$ cat config.mk
export PLATFORM = sky130hd
export DESIGN_NAME = pipe_step_ctrl
export DESIGN_NICKNAME = d
export VERILOG_FILES = /design/src/rtl/pipe_step_ctrl.sv
export SDC_FILE = /design/constraint.sdc
export NUM_CORES = 1
export LEC_CHECK = 0
export ABC_CLOCK_PERIOD_IN_PS = 2200
export BUFFER_PORTS_ARGS = -buffer_cell sky130_fd_sc_hd__buf_2
export CELL_PAD_IN_SITES_DETAIL_PLACEMENT = 1
export CELL_PAD_IN_SITES_GLOBAL_PLACEMENT = 1
export CORE_MARGIN = 10
export CORE_UTILIZATION = 41
export DETAILED_ROUTE_END_ITERATION = 16
export PLACE_DENSITY_LB_ADDON = 0.05
export SYNTH_ARGS = -nofsm -noshare
export SYNTH_HDL_FRONTEND = slang
export SYNTH_SLANG_ARGS = --single-unit
$ cat constraint.sdc
create_clock -name clk -period 2.2 [get_ports clk]
set_input_delay 0.55 -clock clk [delete_from_list [all_inputs] [get_ports clk]]
set_output_delay 0.55 -clock clk [all_outputs]
set_load 0.02 [all_outputs]
$ cat src/rtl/pipe_step_ctrl.sv
// Debug-unit pipeline sequencer: gates the shared latch/PC step enable for continuous
// run or N-cycle stepping, halts on the write-back HALT marker and counts issued cycles.
module pipe_step_ctrl #(
    parameter int unsigned CNT_W   = 32,
    parameter int unsigned STEPN_W = 8
) (
    input  logic               clk,
    input  logic               rst,
    input  logic               i_cmd_valid,
    input  logic [1:0]         i_cmd,
    input  logic [STEPN_W-1:0] i_step_n,
    output logic               o_cmd_ready,
    input  logic               i_stop_pipe,
    output logic               o_step,
    output logic               o_halted,
    output logic               o_busy,
    output logic [2:0]         o_state,
    output logic [CNT_W-1:0]   o_cycle_count
);

    typedef enum logic [2:0] {
        S_IDLE   = 3'b000,
        S_RUN    = 3'b001,
        S_STEP   = 3'b010,
        S_HALTED = 3'b011
    } state_e;

    typedef enum logic [1:0] {
        CMD_CLR  = 2'b00,
        CMD_RUN  = 2'b01,
        CMD_STEP = 2'b10,
        CMD_STOP = 2'b11
    } cmd_e;

    state_e             state;
    logic [STEPN_W-1:0] remaining;
    logic [CNT_W-1:0]   cycle_count;
    logic               accept;
    logic               active;

    assign active        = (state == S_RUN) || (state == S_STEP);
    assign o_step        = active && !i_stop_pipe;
    assign o_cmd_ready   = (state != S_STEP);
    assign accept        = i_cmd_valid && o_cmd_ready;
    assign o_busy        = active;
    assign o_halted      = (state == S_HALTED);
    assign o_state       = state;
    assign o_cycle_count = cycle_count;

    always_ff @(posedge clk) begin
        if (!rst) begin
            state       <= S_IDLE;
            remaining   <= '0;
            cycle_count <= '0;
        end else begin
            // a clear accepted in the same cycle as a step takes priority
            if (accept && (i_cmd == CMD_CLR))
                cycle_count <= '0;
            else if (o_step && (cycle_count != '1))
                cycle_count <= cycle_count + CNT_W'(1);

            case (state)
                S_IDLE: begin
                    if (accept && (i_cmd == CMD_RUN)) begin
                        state <= i_stop_pipe ? S_HALTED : S_RUN;
                    end else if (accept && (i_cmd == CMD_STEP)) begin
                        if (i_stop_pipe) begin
                            state <= S_HALTED;
                        end else begin
                            state     <= S_STEP;
                            remaining <= (i_step_n == '0) ? STEPN_W'(1) : i_step_n;
                        end
                    end
                end
                S_RUN: begin
                    // halt marker beats a simultaneous STOP
                    if (i_stop_pipe) begin
                        state     <= S_HALTED;
                        remaining <= '0;
                    end else if (accept && (i_cmd == CMD_STOP)) begin
                        state <= S_IDLE;
                    end
                end
                S_STEP: begin
                    if (i_stop_pipe) begin
                        state     <= S_HALTED;
                        remaining <= '0;
                    end else if (remaining <= STEPN_W'(1)) begin
                        state     <= S_IDLE;
                        remaining <= '0;
                    end else begin
                        remaining <= remaining - STEPN_W'(1);
                    end
                end
                S_HALTED: begin
                    state <= S_HALTED;
                end
                default: begin
                    state     <= S_IDLE;
                    remaining <= '0;
                end
            endcase
        end
    end

endmodule

Word-level counts from Yosys, hierarchy flattened
Cells that the tools add are included.

Bits of input ports: 14. Logic and storage cells: 55. Bits in registers: 43. Output and inout port bits: 39.

$lt $le $gt $ge: 1. Reductions and logical operators: 15. Muxes and demuxes: 17. Eq/ne operators: 15. Bitwise operators: 2. Add/sub/neg operators: 2.

Operators with widths (number): two-way mux 8 bit (7); adder 32 x 1 -> 32 bit, second input constant (1); inequality test 32 bit, second input constant (1); case mux 8 bit (4 select lines) (1); two-way mux 3 bit (6); case mux 3 bit (4 select lines) (1); inequality test 3 x 2 -> 1 bit, second input constant (3); less-or-equal comparator 8 x 1 -> 1 bit, second input constant (1); logical NOT 8 bit (1); inequality test 2 bit, second input constant (4); subtractor 8 x 1 -> 8 bit, second input constant (1); logical AND 1 bit (7); equality test 3 x 2 -> 1 bit, second input constant (2); AND reduction 5 bit (1); equality test 2 bit, second input constant (2); equality test 3 x 1 -> 1 bit, second input constant (1); logical NOT 3 bit (1); inequality test 3 bit, second input constant (1); AND reduction 3 bit (1); equality test 2 x 1 -> 1 bit, second input constant (1); logical NOT 2 bit (1); two-way mux 2 bit (1); inverter 1 bit (2); OR reduction 2 bit (1); other kinds (3) (3).

Longest topological paths before layout
Word-level depth: 6. Mapped depth: 8. Mapped depth without buffers: 8.

Worst setup path before layout
Ideal clock, no wire load.

Kind: register to register. Start: reg state[0] (netlist: o_state[0]). End: reg cycle_count[23] (netlist: o_cycle_count[23]). Buffers on the path: 0. Stages on the path, launching flop included: 8. Data arrival time: 2.302 ns. Setup time: 0.070 ns. Data required time: 2.130 ns. Setup slack: -0.173 ns. Cells stage by stage: dfxtp_1 -> inv_1 -> ha_1 -> nand2b_4 -> nor4_4 -> nand3_2 -> or4_1 -> a21oi_1.

Word-level cells in the longest chain between the ends: 4. Elaborated cells on any way between the ends: 9. Those cells by class: eq/ne (3); reduce/logical (6).

RTL lines: start, declared (line 35) `state_e state;`; start signal, assigned (line 65) `state <= i_stop_pipe ? S_HALTED : S_RUN;`; equality test 3 x 1 -> 1 bit / equality test 3 x 2 -> 1 bit (equally long branches) (line 41) `assign active = (state == S_RUN) || (state == S_STEP);`; logical OR 1 bit * (line 41); via o_busy (line 16) `output logic o_busy,`; logical AND 1 bit * (line 42) `assign o_step = active && !i_stop_pipe;`; logical AND 1 bit * (line 59) `else if (o_step && (cycle_count != '1))`; end signal, assigned (line 60) `cycle_count <= cycle_count + CNT_W'(1);`; end, declared (line 37) `logic [CNT_W-1:0] cycle_count;`.

Mark *: on every way through the listed nets, which the timed path passes. The rest lies on a longest branch. A chain may end at the register's enable or synchronous reset.

Final worst setup path
Start: reg cycle_count[0] (netlist: o_cycle_count[0]). End: reg cycle_count[26] (netlist: o_cycle_count[26]).

Word-level cells in the longest chain between the ends: 2. Elaborated cells on any way between the ends: 3. Those cells by class: add/sub (1); eq/ne (1); reduce/logical (1).

RTL lines: parallel branches: the longest is 2 deep, another holds adder 32 x 1 -> 32 bit.

Several ways; the timed one is not identified.

==> impl_metrics.toml <==
[die]
die_area_um2 = 10000
io_pins = 53
rows = 29
die_w_um = 100
core_area_um2 = 6280
start_util = 0.418
die_y_um = 100

[detailed_routing]
vias = 2702
ant_nets = 0
first_pass_iters = 5
routedWlPerCell_um = 17.0
avgViaCountPerCell = 5.89
drcViolationCount = 0
drt-initial-drc-count = 68
drt-total-wl_um = 7810

[timing]
hold_violations = 0
worst_clock_skew_ns = 0.00852
worstMarginPinSlew_ns = 0.534
rsz0062_at_grt = "no"
setup_viol = 0
relSlewSlack = 0.641
fin_crit_ns = 2.06
fmax_mhz = 485
period_share = 0.936
drv_slew = 0
holdWs_ns = 0.495

[power_and_ir_drop]
total_power_w = 0.00294
leakage_nw = 1.35
vdd_ir_drop_max_mv = 0.698
cellPowerDensity_nw_per_um2 = 905

[synth]
ys_seq_elements = 42
yosysTopAreaCellShare = 0.320
yosysMostFrequentCell = "dfxtp_1"
ys_warn_count = 0
synthFlopType = "dfxtp_1"
synth_nets = 336
synth_cells = 314
ys_seq_area_frac = 0.320
yosys-top-cells-area = "dfxtp_1 (32%), nand2_1 (4.3%), a21oi_1 (4.0%), ha_1 (3.8%), nand4_1 (3.3%)"
synth_top_area_cell = "dfxtp_1"
synth.avg_cell_area_um2 = 8.36
synthArstFlopShare = 0
synth_enable_flop_cells = 0
synthesis.area_um2 = 2630
yosysUniqueCellTypes = 67
synth.top_cells.by_count = "dfxtp_1 (42), nand2_1 (30), nor2_1 (23)"

[final_layout]
fin_area_um2 = 3250
final_cells = 459
postLayoutCoreUtil = 0.517
drive_gt1_frac = 0.272
fin_nets = 403
multi_input_area_um2 = 1740
fill_cells = 800
area_growth_pct = 23.7
antenna_cells = 0
ff_latch_area_um2 = 843

[cts]
numClockSinks = 42
cts_root_buf = "clkbuf_8"
cts_hold_buf = 0
htreeDepth = 2
cts_buffers = 5
clockBufferDepth = 2
cts_tree = "built"
path_clk_slew_ns = 0.08
insertion_delay_ns = 0.30

[status]
status = "complete, no violations"

[setup_path]
end_kind = "flip-flop"
worst-setup-path-type = "reg2reg"
start_kind = "flip-flop"
worstPathRequired_ns = 2.37
worstPathMaxFanout = 8
arrival_ns = 2.23

[global_route]
grt_pass1_wl_um = 13300
grt_antenna_before_repair = 0
grt_pass1_vias = 2706
grt_max_degree = 19
overflow = 0
grt_use_total = 0.155

[worst_hold_path]
hp-class = "reg2reg"

[placed_design]
gp_congestion = 0.817
io_buffers = 51
place_area_um2 = 3090
dp_hpwl_um = 6090
dp_cells = 448

[run]
drv_cap = 0
layout by cell type, fill, tap and decap left out, types with 3 or more instances in the layout:
| cell | count |
|---|---|
| a31oi_1 | 4 |
| o22ai_1 | 3 |
| o21ai_0 | 5 |
| clkbuf_8 | 5 |
| o2bb2ai_1 | 3 |
| xnor2_1 | 8 |
| or3_1 | 5 |
| nor2_1 | 23 |
| and4_1 | 4 |
| or4_1 | 10 |
| dfxtp_1 | 40 |
| mux2i_1 | 4 |
| nor4_1 | 6 |
| a21oi_1 | 21 |
| o31ai_1 | 11 |
| nor3_1 | 7 |
| ha_1 | 7 |
| inv_1 | 11 |
| buf_2 | 51 |
| nand4_1 | 14 |
| nand2b_1 | 6 |
| buf_4 | 22 |
| nand2_1 | 30 |
| nand3_1 | 12 |
| nor2b_1 | 4 |
| and3_1 | 9 |
cells by family (layout without fill, tap and decap cells):
group,Yosys count,after routing,share of synthesized area
other,1,1,0.00143
XOR/XNOR,8,8,0.0267
AO/OA/AOI/OAI,79,79,0.229
flip-flops,42,42,0.320
AND/OR/NAND/NOR,148,148,0.331
multiplexers,4,4,0.0153
buffers and inverters,24,92,0.0377
adder cells (fa/ha/maj),8,8,0.0381
through the flow:
step	TNS, ns	setup WS (ns)
after floorplan	0	0.0819
after global placement	0	0.0729
after detailed placement	-0.0788	-0.0365
after CTS	0	0.0929
after global routing	0	0.00169
final	0	0.140
worst paths after layout:
check | start | end | cells past startpoint | slack, ns
max reg2reg | o_cycle_count[0] | o_cycle_count[26] | 6 | 0.14
max | o_cycle_count[0] | o_cycle_count[26] | 6 | 0.14
min | remaining[5] | remaining[5] | 1 | 0.50
min reg2reg | remaining[5] | remaining[5] | 1 | 0.50
flip-flops by register name (all words and copies together), names as in the netlist:
name           count
o_cycle_count     32
o_state            2
remaining          8
critical path: stages (launching register included):
cell,delay [ns]
dfxtp_1,0.34
ha_1,0.21
and4_1,0.43
nand4_4,0.19
or3_1,0.39
o311ai_1,0.29
nand2_1,0.09
power by group:
group | switching [W] | total, W | internal [W]
clock network | 0.000272 | 0.000612 | 0.000340
registers | 0.0000727 | 0.000908 | 0.000835
logic | 0.000832 | 0.00142 | 0.000586
total | 0.00118 | 0.00294 | 0.00176
layer usage:
| metal | share of wire | wire [µm] | GRT usage | vias to the layer above |
|---|---|---|---|---|
| li1 | - | - | - | 1336 |
| met1 | 0.48 | 3780 | 0.210 | 1311 |
| met2 | 0.46 | 3590 | 0.241 | 49 |
| met3 | 0.048 | 373 | 0.0391 | 6 |
| met4 | 0.0081 | 63 | 0.0348 | 0 |
| met5 | 0 | 0 | 0 | - |
final cells by class:
class,count,share of cell area
Clock buffer,7,0.0235
Clock inverter,1,0.00925
Inverter,11,0.0127
Multi-Input combinational cell,248,0.536
Sequential cell,42,0.260
Tap cell,77,0.0297
Timing Repair Buffer,73,0.129
what timing repair did:
item / in CTS / in global routing
pin swaps: 1 / 0
setup buffers: 3 / 0
setup endpoints to repair: 2 / 11
gates resized for setup: 0 / 4
Power figures use the tool's default switching activity.
